==> config.mk <==
export PLATFORM = sky130hd
export DESIGN_NAME = cache_mem_ctrl_flat
export DESIGN_NICKNAME = d
export VERILOG_FILES = /design/src/rtl/cache_pkg.sv /design/src/rtl/cache_mem_ctrl_if.sv /design/src/rtl/mem_watchdog.sv /design/src/rtl/cache_mem_ctrl.sv /design/src/flat_wrapper.sv
export SDC_FILE = /design/constraint.sdc
export NUM_CORES = 1
export LEC_CHECK = 0
export BUFFER_PORTS_ARGS = -buffer_cell sky130_fd_sc_hd__buf_2
export CORE_AREA = 5 5 226 228
export CTS_CLUSTER_DIAMETER = 80
export DETAILED_ROUTE_END_ITERATION = 8
export DIE_AREA = 0 0 231 233
export SLEW_MARGIN = 20
export SYNTH_ARGS = -nofsm -noshare
export SYNTH_HDL_FRONTEND = slang
export SYNTH_SLANG_ARGS = --single-unit
==> constraint.sdc <==
create_clock -name clk -period 2.03 [get_ports clk]
set_input_delay 0 -clock clk [delete_from_list [all_inputs] [get_ports clk]]
set_output_delay 0 -clock clk [all_outputs]
set_load 0.1 [all_outputs]
==> src/rtl/cache_pkg.sv <==
// Shared types and constants for the cache-to-DRAM miss path.
package cache_pkg;
  localparam int BLK_AW      = 23;
  localparam int LINE_DW     = 128;
  localparam int TIMEOUT_DEF = 1024;

  typedef enum logic [2:0] {IDLE, WB, RD, DONE, ERR} mem_state_e;

  typedef logic [BLK_AW-1:0]  blk_addr_t;
  typedef logic [LINE_DW-1:0] line_t;
endpackage

==> src/rtl/cache_mem_ctrl_if.sv <==
// Miss request / refill handshake plus DRAM strobe bus; slave is the controller side.
interface cache_mem_ctrl_if;
  import cache_pkg::*;

  logic      req_valid;
  logic      req_ready;
  logic      req_dirty;
  blk_addr_t req_victim_addr;
  line_t     req_victim_data;
  blk_addr_t req_refill_addr;
  logic      refill_valid;
  line_t     refill_data;
  logic      err_timeout;
  logic      mem_wren;
  logic      mem_rden;
  blk_addr_t mem_addr;
  line_t     mem_wdata;
  line_t     mem_rdata;
  logic      mem_ready;

  modport slave (
    input  req_valid, req_dirty, req_victim_addr, req_victim_data, req_refill_addr,
    input  mem_rdata, mem_ready,
    output req_ready, refill_valid, refill_data, err_timeout,
    output mem_wren, mem_rden, mem_addr, mem_wdata
  );

  modport master (
    output req_valid, req_dirty, req_victim_addr, req_victim_data, req_refill_addr,
    output mem_rdata, mem_ready,
    input  req_ready, refill_valid, refill_data, err_timeout,
    input  mem_wren, mem_rden, mem_addr, mem_wdata
  );
endinterface

==> src/rtl/mem_watchdog.sv <==
// Saturating wait counter; expire is high once the count sits at TIMEOUT-1.
module mem_watchdog #(
  parameter int TIMEOUT = cache_pkg::TIMEOUT_DEF
) (
  input  logic clk,
  input  logic rst,
  input  logic i_clr,
  input  logic i_en,
  output logic o_expire
);
  localparam int            CW    = $clog2(TIMEOUT) + 1;
  localparam logic [CW-1:0] LIMIT = CW'(TIMEOUT - 1);

  logic [CW-1:0] r_cnt;

  always_ff @(posedge clk or negedge rst) begin
    if (!rst) begin
      r_cnt <= '0;
    end else if (i_clr) begin
      r_cnt <= '0;
    end else if (i_en && (r_cnt != LIMIT)) begin
      r_cnt <= r_cnt + 1'b1;
    end
  end

  assign o_expire = (r_cnt == LIMIT);
endmodule

==> src/rtl/cache_mem_ctrl.sv <==
// Miss handler: optional victim write-back, then refill read, one-cycle refill pulse.
// Strobes decode straight from state so an async reset drops them at once.
module cache_mem_ctrl
  import cache_pkg::*;
#(
  parameter int AWIDTH  = BLK_AW,
  parameter int DWIDTH  = LINE_DW,
  parameter int TIMEOUT = TIMEOUT_DEF
) (
  input  logic             clk,
  input  logic             rst,
  cache_mem_ctrl_if.slave  bus
);
  mem_state_e        r_state;
  mem_state_e        w_state_nxt;
  logic [AWIDTH-1:0] r_refill_addr;
  logic [AWIDTH-1:0] r_mem_addr;
  logic [DWIDTH-1:0] r_mem_wdata;
  logic [DWIDTH-1:0] r_refill_data;
  logic              w_accept;
  logic              w_wd_clr;
  logic              w_wd_en;
  logic              w_wd_expire;

  always_ff @(posedge clk or negedge rst) begin
    if (!rst) r_state <= IDLE;
    else      r_state <= w_state_nxt;
  end

  // Watchdog is cleared on every entry into WB or RD, so each phase gets its own budget.
  always_comb begin
    w_state_nxt = r_state;
    w_accept    = 1'b0;
    w_wd_clr    = 1'b0;
    w_wd_en     = 1'b0;
    case (r_state)
      IDLE: begin
        if (bus.req_valid) begin
          w_accept    = 1'b1;
          w_wd_clr    = 1'b1;
          w_state_nxt = bus.req_dirty ? WB : RD;
        end
      end
      WB: begin
        if (bus.mem_ready) begin
          w_wd_clr    = 1'b1;
          w_state_nxt = RD;
        end else begin
          w_wd_en = 1'b1;
          if (w_wd_expire) w_state_nxt = ERR;
        end
      end
      RD: begin
        if (bus.mem_ready) begin
          w_state_nxt = DONE;
        end else begin
          w_wd_en = 1'b1;
          if (w_wd_expire) w_state_nxt = ERR;
        end
      end
      DONE:    w_state_nxt = IDLE;
      ERR:     w_state_nxt = ERR;
      default: w_state_nxt = IDLE;
    endcase
  end

  always_ff @(posedge clk or negedge rst) begin
    if (!rst) begin
      r_refill_addr <= '0;
      r_mem_addr    <= '0;
      r_mem_wdata   <= '0;
      r_refill_data <= '0;
    end else begin
      if (w_accept) begin
        r_refill_addr <= bus.req_refill_addr;
        r_mem_addr    <= bus.req_dirty ? bus.req_victim_addr : bus.req_refill_addr;
        if (bus.req_dirty) r_mem_wdata <= bus.req_victim_data;
      end
      if ((r_state == WB) && bus.mem_ready) r_mem_addr    <= r_refill_addr;
      if ((r_state == RD) && bus.mem_ready) r_refill_data <= bus.mem_rdata;
    end
  end

  mem_watchdog #(.TIMEOUT(TIMEOUT)) u_watchdog (
    .clk      (clk),
    .rst      (rst),
    .i_clr    (w_wd_clr),
    .i_en     (w_wd_en),
    .o_expire (w_wd_expire)
  );

  // ERR is terminal until reset, so the sticky error flag is simply the state.
  assign bus.req_ready    = (r_state == IDLE);
  assign bus.refill_valid = (r_state == DONE);
  assign bus.err_timeout  = (r_state == ERR);
  assign bus.mem_wren     = (r_state == WB);
  assign bus.mem_rden     = (r_state == RD);
  assign bus.mem_addr     = r_mem_addr;
  assign bus.mem_wdata    = r_mem_wdata;
  assign bus.refill_data  = r_refill_data;
endmodule

==> src/flat_wrapper.sv <==
// flat-port wrapper written by rule: the top's interface ports become plain ports
module cache_mem_ctrl_flat import cache_pkg::*;
#(
  parameter int AWIDTH  = BLK_AW,
  parameter int DWIDTH  = LINE_DW,
  parameter int TIMEOUT = TIMEOUT_DEF
)
  (clk, rst, bus_req_valid, bus_req_dirty, bus_req_victim_addr, bus_req_victim_data, bus_req_refill_addr, bus_mem_rdata, bus_mem_ready, bus_req_ready, bus_refill_valid, bus_refill_data, bus_err_timeout, bus_mem_wren, bus_mem_rden, bus_mem_addr, bus_mem_wdata);
  cache_mem_ctrl_if bus_i ();
  input  logic clk;
  input  logic rst;
  input wire logic [$bits(bus_i.req_valid)-1:0] bus_req_valid;
  input wire logic [$bits(bus_i.req_dirty)-1:0] bus_req_dirty;
  input wire logic [$bits(bus_i.req_victim_addr)-1:0] bus_req_victim_addr;
  input wire logic [$bits(bus_i.req_victim_data)-1:0] bus_req_victim_data;
  input wire logic [$bits(bus_i.req_refill_addr)-1:0] bus_req_refill_addr;
  input wire logic [$bits(bus_i.mem_rdata)-1:0] bus_mem_rdata;
  input wire logic [$bits(bus_i.mem_ready)-1:0] bus_mem_ready;
  output wire logic [$bits(bus_i.req_ready)-1:0] bus_req_ready;
  output wire logic [$bits(bus_i.refill_valid)-1:0] bus_refill_valid;
  output wire logic [$bits(bus_i.refill_data)-1:0] bus_refill_data;
  output wire logic [$bits(bus_i.err_timeout)-1:0] bus_err_timeout;
  output wire logic [$bits(bus_i.mem_wren)-1:0] bus_mem_wren;
  output wire logic [$bits(bus_i.mem_rden)-1:0] bus_mem_rden;
  output wire logic [$bits(bus_i.mem_addr)-1:0] bus_mem_addr;
  output wire logic [$bits(bus_i.mem_wdata)-1:0] bus_mem_wdata;
  assign bus_i.req_valid = bus_req_valid;
  assign bus_i.req_dirty = bus_req_dirty;
  assign bus_i.req_victim_addr = bus_req_victim_addr;
  assign bus_i.req_victim_data = bus_req_victim_data;
  assign bus_i.req_refill_addr = bus_req_refill_addr;
  assign bus_i.mem_rdata = bus_mem_rdata;
  assign bus_i.mem_ready = bus_mem_ready;
  assign bus_req_ready = bus_i.req_ready;
  assign bus_refill_valid = bus_i.refill_valid;
  assign bus_refill_data = bus_i.refill_data;
  assign bus_err_timeout = bus_i.err_timeout;
  assign bus_mem_wren = bus_i.mem_wren;
  assign bus_mem_rden = bus_i.mem_rden;
  assign bus_mem_addr = bus_i.mem_addr;
  assign bus_mem_wdata = bus_i.mem_wdata;
  cache_mem_ctrl #(.AWIDTH(AWIDTH), .DWIDTH(DWIDTH), .TIMEOUT(TIMEOUT)) u_core (.clk(clk), .rst(rst), .bus(bus_i));
endmodule
# == After elaboration in Yosys (flattened, before gate mapping) ==
# Cells that the tools add are included.
# word_totals
regBits,316
inputBits,307
out_inout_bits,284
# op_classes
add_sub_neg,1
eq_ne,7
mux,17
reduce_logical,8
# op_table
operator,n
$mux W23,3
$mux W11,2
$mux W3,4
$pmux W3 S4,1
$add A11 B1 Y11 const B,1
$eq A11 B10 Y1 const B,1
$ne A11 B10 Y1 const B,1
$eq A3 B2 Y1 const B,2
$mux W1,5
$reduce_bool A2 Y1,2
$eq A3 B1 Y1 const B,1
$eq A3 B3 Y1 const B,1
$logic_and A1 B1 Y1,3
$logic_not A3 Y1,1
$mux W2,1
$ne A2 B2 Y1 const B,1
$pmux W1 S2,1
$reduce_and A2 Y1,1
$reduce_or A2 Y1,1

# == Depth between registers and ports, before layout ==
# Gate-level depths: netlist of the first run.
# depth
ltp_word,6
depth_mapped,7
ltp_nobuf,5

# == By module ==
# From an unflattened synthesis of the first run, not the netlist that was laid out.
# unflattened
hier_cells,808
area_unflattened_um2,12642.1
# by_module_without_submodules
mod,n_inst,cells_each,area_each_um2,seq_area_each_um2
cache_mem_ctrl,1,747,12017.8,7632.3
mem_watchdog,1,61,624.3,275.3

# == Least setup slack after synthesis of the first run ==
# No wires, ideal clock.
# synth_timing
path_type,register to register
from,reg u_core.r_state[2]
to,reg u_core.r_refill_data[0] (netlist: u_core.bus.refill_data[0])
setup_time_ns,0.125
arrival_ns,2.735
setup_slack_ns,-0.830
path_stages_with_launch,7
path_buffers,3
synth_period_minus_slack_ns,2.860
cell_sequence,dfrtp_1 -> buf_2 -> nor3b_2 -> and2_1 -> buf_4 -> buf_6 -> mux2_2
# synth_between
elab_chain_len,2
# synth_lines
item,line,text
from (decl),cache_mem_ctrl.sv:14,mem_state_e r_state;
from (signal assigned),cache_mem_ctrl.sv:27,else r_state <= w_state_nxt;
$eq A3 B2 Y1,n/a,
net bus_mem_rden,flat_wrapper.sv:24,output wire logic [$bits(bus_i.mem_rden)-1:0] bus_mem_rden;
$logic_and A1 B1 Y1,cache_mem_ctrl.sv:80,if ((r_state == RD) && bus.mem_ready) r_refill_data <= bus.mem_rdata;
to (signal assigned),cache_mem_ctrl.sv:80,
to (decl),cache_mem_ctrl.sv:19,logic [DWIDTH-1:0] r_refill_data;
# The timed path passes the listed nets, and every way through them passes these cells.
# A chain may end at the register's enable or synchronous reset.

# == Worst setup path after layout of the first run ==
# layout_timing
from,reg u_core.r_state[0]
to,reg u_core.r_refill_data[17] (netlist: u_core.bus.refill_data[17])
# layout_between
elab_chain_len,2
# layout_lines
item,line
$eq A3 B2 Y1,cache_mem_ctrl.sv:80
$logic_and A1 B1 Y1,cache_mem_ctrl.sv:80
# Every way passes these cells.

==> run summary, run 1 <==
Root Driver: clkbuf_16
ANT nets after route: 0
dominant cell type by area after synthesis: dfrtp_1
Fill cells: 4360
Max clock buf depth: 3
initial drt markers: 297
worst reg2reg path depth: 4
CP Max Fanout: 36
NumNets Final: 2024
clock sink count: 316
commonest cells in the netlist: dfrtp_1, mux2_2, mux2_1, nand2_1, mux2i_1
All-Layer GR Usage: 15.39%
DP Wirelength: 29790 um
Worst setup EP type: register
GRT Residual Overflow: 0
outcome: finished clean
number of flops mapped to enable cells by yosys: 0
layout cells sized above 1: 52.64%
final instance area: 20970 sq um
Post-Syn Nets: 1094
total CTS buffers: 38
clk_lat worst skew: 530 ps
slowest stage delay, CP: 540 ps
via/cell ratio: 4.352
Ports: 591
Worst Setup EP: u_core.bus.refill_data[17]$_DFFE_PN0P_
Worst Tran Pin Value: 648.7 ps
n_diodes: 0
routed vias: 10300
register-to-register setup slack: 90 ps
asr flop ratio synth: 100.0%
H-tree levels: 2
most frequent cell after synthesis: dfrtp_1
max cap viols: 0
die width: 231 um
wire length on met3: 3576 um
main area contributors after synthesis: dfrtp_1, mux2_2, mux2_1
P&R area growth vs syn: 66.67%
DR top layer: met4
clock slew at the register clock pins of the worst setup and hold paths: 60 ps
min-delay worst type: input pin to register
die area: 53820 sq um
drt first pass iters: 4
WL met1: 16060 um
Synth top area share: 62.84%
WL final: 43070 um
Hold Worst Slack: 25.38 ps
endpoints failing setup: 0
fin crit share: 95.43%
Final Hold Fails: 0
sequential area share after synthesis: 62.84%
Syn Area/Cell: 16.01 sq um
Post-route DRC: 0
Slew Limit Headroom: 56.75%
area of the mapped netlist: 12580 sq um
Synth cell types: 43
fmax: 0.5162 GHz
Initial Util: 25.87%
Die H: 233 um
Period minus WS final: 1937 ps
area of the core: 48650 sq um
Cells after Synth: 786
routability cong.: 0.7870
site row count: 81
CP Cell Sequence: nor3b_4, and2_4, buf_12, mux2_2
DP Area: 16660 sq um
R2R Path End: u_core.bus.refill_data[17]$_DFFE_PN0P_
first-pass GRT wire length: 66370 um
Synth Flop Type: dfrtp_1
worst r2r src: u_core.r_state[0]$_DFFE_PN0P_
CP Launch Point: u_core.r_state[0]$_DFFE_PN0P_
Place WS: 97.91 ps
CTS tree: yes
pin count of the biggest net entering global routing: 74
final core occ: 43.11%
Final Worst Setup Slack: 92.79 ps
WP data arrival: 2340 ps
WP data required: 2430 ps
number of antenna violations at the first check in global routing: 0
Crit Path Class: register to register
Synth Warn #: 0
Slowest-stage cell, CP: dfrtp_1
clk_skew: 9.750 ps
routed wl met2: 21920 um
wire per inst: 18.20 um
vias in the first global route: 11560
Pins Over Slew Limit: 0
I/O Buffers: 590
critical path startpoint category: register
#FFs+latches synth: 316
[critical path: cells and delay by family (launching register included)]
kind | cells | cell delay [ps]
muxes | 1 | 390
buffers and inverters | 1 | 260
DFF | 1 | 540
and+or+nand+nor | 2 | 590
[cell type report]
class                   count  area [sq um]  area share (%)
repair buffers            933          6451           30.76
clock buffers              55          1149           5.477
multi-input cells         422          4589           21.88
inverters                   5         18.77         0.08949
flip-flops and latches    316          7908           37.70
clock inverters            13         78.83          0.3759
well taps                 622         778.2           3.711
[per-stage QoR]
stage	TNS (ps)	cells
floorplan	-94940	786
global placement	0	1991
detailed placement	0	1991
CTS	0	2365
global route	-1.442	2366
finish	0	2366
[worst min-delay path by stage]
stage,startpoint,endpoint,depth (start not counted)
2_1_floorplan,rst,u_core.bus.mem_addr[0]$_DFFE_PN0N_,0
5_1_grt,bus_req_dirty,u_core.bus.mem_wdata[54]$_DFFE_PN0P_,3
3_3_place_gp,rst,u_core.bus.refill_data[117]$_DFFE_PN0P_,1
3_5_place_dp,rst,u_core.bus.refill_data[117]$_DFFE_PN0P_,1
6_report,bus_req_dirty,u_core.bus.mem_wdata[54]$_DFFE_PN0P_,3
4_1_cts,bus_req_dirty,u_core.bus.mem_wdata[54]$_DFFE_PN0P_,3
[kinds of logic (layout without fill, tap and decap cells)]
group	after synthesis	count (layout)	share of synthesized area, %
compound gates	42	42	3.023
fa+ha+maj	2	2	0.1790
xor+xnor	1	1	0.2188
simple gates	71	71	3.152
buf+inv	48	1006	3.172
flops	316	316	62.84
mux	306	306	27.41
[timing repair]
action | CTS | global route
resized for setup | 3 | 1
hold buffers | 306 | 0
buffers inserted | 0 | 1
pin swaps | 0 | 1
endpoints found under the setup margin | 3 | 2
endpoints found under the hold margin | 632 | 0
[registers in the layout (all words and copies together) (netlist names)]
name and cells:
u_core.r_refill_addr 23, u_core.u_watchdog.r_cnt 11, u_core.bus.mem_wdata 128, u_core.r_state 3, u_core.bus.refill_data 128, u_core.bus.mem_addr 23
[layer usage]
metal / up-vias / global-route usage (%)
met4: 0 / 5.721
met3: 104 / 5.003
met2: 414 / 27.37
li1: 4695 / -
met5: - / 0
met1: 5085 / 17.25
[cell usage in the layout (no fill, tap or decap), types with 2 or more instances in the layout]
| master | n |
|---|---|
| buf_2 | 585 |
| dfrtp_1 | 316 |
| dlygate4sd3_1 | 306 |
| mux2_2 | 154 |
| mux2_1 | 91 |
| clkbuf_16 | 41 |
| mux2_4 | 34 |
| nand2_1 | 32 |
| buf_4 | 29 |
| mux2i_1 | 27 |
| o221a_4 | 19 |
| buf_12 | 11 |
| clkinv_2 | 10 |
| clkbuf_1 | 7 |
| clkbuf_8 | 7 |
| nor2_1 | 6 |
| a21oi_2 | 5 |
| inv_1 | 5 |
| o221a_2 | 4 |
| o21ai_0 | 4 |
| nand3_1 | 3 |
| or4_1 | 3 |
| nor3_1 | 3 |
| o31ai_1 | 3 |
| nor3b_4 | 2 |
| nand2_2 | 2 |
| and3_1 | 2 |
| nand4_1 | 2 |
| or3_1 | 2 |
| a31oi_1 | 2 |
| a21oi_1 | 2 |
| clkinv_4 | 2 |
Power of run 1 is not shown: default switching activity piles up to over one toggle a cycle in this logic, so the estimate is an artifact.
==> run 2: changes to the inputs <==
Settings changed: CORE_AREA 5 5 226 228 to 5 5 227 229, DIE_AREA 0 0 231 233 to 0 0 232 234, SYNTH_HIERARCHICAL from default to 1.
==> run summary, run 2 <==
die width: 232 um
Synth Warn #: 6
first-pass GRT wire length: 64870 um
Ports: 591
Crit Path Class: register to register
postcts setup bufs: 0
routed wl met2: 21930 um
RSZ-0062 raised after global routing: false
sequential area share after synthesis: 62.55%
post-synthesis simple-gate area fraction: 3.424%
pin count of the biggest net entering global routing: 75
I/O Buffers: 590
clock slew at the register clock pins of the worst setup and hold paths: 60 ps
worst reg2reg path depth: 5
Post-route DRC: 0
clock sink count: 316
Worst setup EP type: register
Pins Over Slew Limit: 0
number of antenna violations at the first check in global routing: 6
most frequent cells in the layout: buf_2, dfrtp_1, dlygate4sd3_1
total CTS buffers: 37
Initial Util: 25.56%
fmax: 0.5235 GHz
dominant cell type by area after synthesis: dfrtp_1
min-delay worst type: input pin to async pin
layout cells sized above 1: 56.75%
DP Area: 16590 sq um
asr flop ratio synth: 100.0%
H-tree levels: 2
CP Cell Sequence: nand2b_1, nor2_4, buf_12, buf_12, mux2_2
fin crit share: 94.10%
max cap viols: 0
post-synthesis xor/xnor area fraction: 0.1386%
Multi-input gate area: 4382 sq um
vias in the first global route: 11440
routed vias: 10300
slowest stage delay, CP: 480 ps
most frequent cell after synthesis: dfrtp_1
WP data arrival: 2300 ps
Fill cells: 4488
Post-Syn Nets: 1116
via/cell ratio: 4.219
wire per inst: 17.63 um
Cells after Synth: 808
number of flops mapped to enable cells by yosys: 0
Root Driver: clkbuf_16
All-Layer GR Usage: 14.97%
outcome: finished clean
CP most frequent cell: buf_12
main area contributors after synthesis: dfrtp_1, mux2_2, buf_6
WP data required: 2420 ps
Period minus WS final: 1910 ps
site row count: 82
Synth Flop Type: dfrtp_1
Synth top area share: 62.55%
clk_lat worst skew: 520 ps
#FFs+latches synth: 316
mux share of post-synthesis cell area: 28.71%
wire length on met3: 3444 um
die area: 54290 sq um
critical path startpoint category: register
commonest cells in the netlist: dfrtp_1, mux2_2, nand2_1, mux2i_1, buf_6
area of the mapped netlist: 12640 sq um
Sum Neg Setup Slack: 0 ps
Die H: 234 um
DR top layer: met4
ANT nets after route: 0
CTS tree: yes
NumNets Final: 2049
area of the core: 49450 sq um
drt first pass iters: 4
CP Max Fanout: 31
routability cong.: 0.8243
Synth cell types: 45
final instance area: 20820 sq um
P&R area growth vs syn: 64.69%
WL met1: 16030 um
Slew Limit Headroom: 56.10%
largest family of logic cells by synthesized area: multiplexers
Final Hold Fails: 0
initial drt markers: 254
Max clock buf depth: 3
Slowest-stage cell, CP: dfrtp_1
Post-Synth Adder-Cell Area: 0.09897%
Compound-Gate Fraction of Synth Area: 1.920%
clk_skew: 16.03 ps
DP Wirelength: 29520 um
WL final: 43030 um
Reg area: 7909 sq um
endpoints failing setup: 0
Syn Area/Cell: 15.65 sq um
Worst Tran Pin Value: 658.6 ps
GRT Residual Overflow: 0
most common cell after layout, fill and taps aside: buf_2
run 2: cell types whose count changed in the layout (fill, tap and decap cells not counted), moves of 6 or more:
cell,delta
mux2_2,+146
mux2_1,-90
mux2_4,-34
o221a_4,-19
o21ai_1,+11
o21ai_0,+9
clkinv_2,-7
buf_4,+6
nor2_1,+6
run 2: path summary, 6_finish.rpt:
kind                                                           end  slack, ps                                  from
setup / recovery           u_core/bus.refill_data[105]$_DFFE_PN0P_        120         u_core/r_state[2]$_DFFE_PN0P_
hold / removal                  u_core/bus.mem_addr[3]$_DFFE_PN0P_         50                                   rst
setup reg to reg           u_core/bus.refill_data[105]$_DFFE_PN0P_        120         u_core/r_state[2]$_DFFE_PN0P_
hold reg to reg                u_core/bus.mem_addr[19]$_DFFE_PN0P_        480  u_core/r_refill_addr[19]$_DFFE_PN0P_
max in group asynchronous     u_core/bus.mem_wdata[22]$_DFFE_PN0P_       1170                                   rst
min in group clk              u_core/bus.mem_wdata[98]$_DFFE_PN0P_        130                         bus_req_dirty
run 2: cell type report:
cell class / count / area share, %
inverter: 4 / 0.07212
multi-input combinational: 442 / 21.05
timing repair buffer: 940 / 31.26
antenna: 5 / 0.06010
clock buffer: 53 / 5.024
sequential: 316 / 37.99
clock inverter: 9 / 0.5108
tap: 672 / 4.038
run 2: repair_timing:
item,in CTS,in global routing
hold buffers,305,0
setup endpoints to repair,1,4
endpoints found under the hold margin,539,0
gates resized for setup,1,2
run 2: per-stage QoR:
step	util, %	setup slack, ps	hold WS, ps	std cells
5_1_grt	42.10	38.90	83.05	2441
2_1_floorplan	-	41.32	-295.6	808
3_3_place_gp	33.55	121.8	13.90	2069
6_report	42.10	119.8	52.08	2441
3_5_place_dp	33.55	93.06	26.68	2069
4_1_cts	42.06	65.51	37.11	2436
run 2: logic make-up after synthesis:
logic type               count (synthesis)
AND/OR/NAND/NOR                         74
buffers and inverters                   50
adder cells (fa/ha/maj)                  1
XOR/XNOR                                 2
multiplexers                           325
flip-flops                             316
AO/OA/AOI/OAI                           40
run 2: worst max-delay path: cells and delay by family (launching register included):
kind | cells | cell delay [ps]
flip-flops | 1 | 480
buffers and inverters | 2 | 410
multiplexers | 1 | 370
AND/OR/NAND/NOR | 2 | 460
run 2: metal layers:
| layer | up-vias | global-route usage, % |
|---|---|---|
| met5 | - | 0 |
| met4 | 0 | 6.075 |
| met3 | 99 | 4.758 |
| met2 | 410 | 26.72 |
| met1 | 5022 | 16.59 |
| li1 | 4768 | - |
Power of run 2 is left out for the same reason.
==> run 3: changes to the inputs <==
Settings changed: CORE_AREA 5 5 227 229 to 5 5 224 226, DIE_AREA 0 0 232 234 to 0 0 229 231.
==> run summary, run 3 (synthesized netlist as in run 2, its figures left out) <==
clock sink count: 316
outcome: finished clean
Pins Over Slew Limit: 0
number of antenna violations at the first check in global routing: 7
endpoints failing setup: 0
routability cong.: 0.7946
layout cells sized above 1: 56.84%
clk_lat worst skew: 520 ps
vias in the first global route: 11560
CTS tree: yes
initial drt markers: 226
WL final: 42370 um
worst reg2reg path depth: 5
P&R area growth vs syn: 65.62%
max cap viols: 0
Die H: 231 um
DP Wirelength: 29860 um
drt first pass iters: 4
wire per inst: 17.68 um
Post-route DRC: 0
die width: 229 um
via/cell ratio: 4.311
Period minus WS final: 1929 ps
Initial Util: 26.26%
worst r2r src: u_core/r_state[2]$_DFFE_PN0P_
I/O Buffers: 590
most frequent cells in the layout: buf_2, dfrtp_1, dlygate4sd3_1
area of the core: 48140 sq um
clock slew at the register clock pins of the worst setup and hold paths: 60 ps
Fill cells: 4293
site row count: 81
Final Hold Fails: 0
Multi-input gate area: 4377 sq um
Hold Worst Slack: 67.52 ps
Root Driver: clkbuf_16
pin count of the biggest net entering global routing: 71
H-tree levels: 2
register-to-register setup slack: 100 ps
clk_skew: 12.28 ps
Reg area: 7908 sq um
min-delay worst type: input pin to async pin
R2R Path End: u_core/bus.refill_data[6]$_DFFE_PN0P_
Worst setup EP type: register
WP data arrival: 2340 ps
first-pass GRT wire length: 65870 um
critical path startpoint category: register
total CTS buffers: 38
most common cell after layout, fill and taps aside: buf_2
NumNets Final: 2046
fin crit share: 95.00%
Sum Neg Setup Slack: 0 ps
RSZ-0062 raised after global routing: false
Crit Path Class: register to register
Max clock buf depth: 3
Worst Tran Pin Value: 623.3 ps
GRT Residual Overflow: 0
ANT nets after route: 0
die area: 52900 sq um
Final Worst Setup Slack: 101.5 ps
All-Layer GR Usage: 15.44%
CP Max Fanout: 37
Slew Limit Headroom: 58.45%
Ports: 591
routed vias: 10330
Place WS: 123.7 ps
fmax: 0.5185 GHz
WP data required: 2440 ps
run 3: worst max path at each step:
| stage | start | endpoint | slack (ps) | cells past startpoint |
|---|---|---|---|---|
| floorplan | u_core/r_state[1]$_DFFE_PN0P_ | u_core/u_watchdog/r_cnt[8]$_DFFE_PN0P_ | 40 | 7 |
| global placement | u_core/r_state[1]$_DFFE_PN0P_ | u_core/u_watchdog/r_cnt[8]$_DFFE_PN0P_ | 110 | 6 |
| detailed placement | u_core/r_state[2]$_DFFE_PN0P_ | u_core/bus.refill_data[28]$_DFFE_PN0P_ | 120 | 5 |
| CTS | u_core/r_state[2]$_DFFE_PN0P_ | bus_mem_rden | 90 | 3 |
| global route | u_core/r_state[2]$_DFFE_PN0P_ | u_core/bus.refill_data[6]$_DFFE_PN0P_ | 7 | 5 |
| finish | u_core/r_state[2]$_DFFE_PN0P_ | u_core/bus.refill_data[6]$_DFFE_PN0P_ | 100 | 5 |
run 3: worst max-delay path: stages, from the launching register on:
cell	delay [ps]
dfrtp_1	510
nand2b_1	280
nor2_4	170
buf_12	180
buf_12	230
mux2_2	380
run 3: per-layer routing:
| layer | GRT usage [%] | part of all wire [%] | vias up |
|---|---|---|---|
| met2 | 27.27 | 51 | 417 |
| met1 | 17.38 | 38 | 5060 |
| met4 | 5.431 | 3.2 | 0 |
| met5 | 0 | 0 | - |
| met3 | 5.387 | 7.9 | 88 |
| li1 | - | - | 4763 |
run 3: cell type report:
class / count / area share (%)
inverters: 4 / 0.07171
clock inverters: 12 / 0.4840
diodes: 6 / 0.07171
multi-input cells: 442 / 20.90
repair buffers: 936 / 31.30
flip-flops and latches: 316 / 37.77
well taps: 622 / 3.717
clock buffers: 58 / 5.683
run 3: repair_timing:
action / 4_1_cts / 5_1_grt
endpoints found under the setup margin: 1 / 0
resized for setup: 1 / 0
buffers inserted: 0 / 0
hold buffers: 306 / 0
hold endpoints to repair: 620 / 0
run 3: metrics by stage:
stage | cells | util [%] | area (sq um)
after floorplan | 808 | - | 12650
after global placement | 2014 | 34.41 | 16570
after detailed placement | 2014 | 34.41 | 16570
after CTS | 2390 | 43.46 | 20920
after global routing | 2396 | 43.49 | 20940
final | 2396 | 43.49 | 20940
Power of run 3 is left out for the same reason.
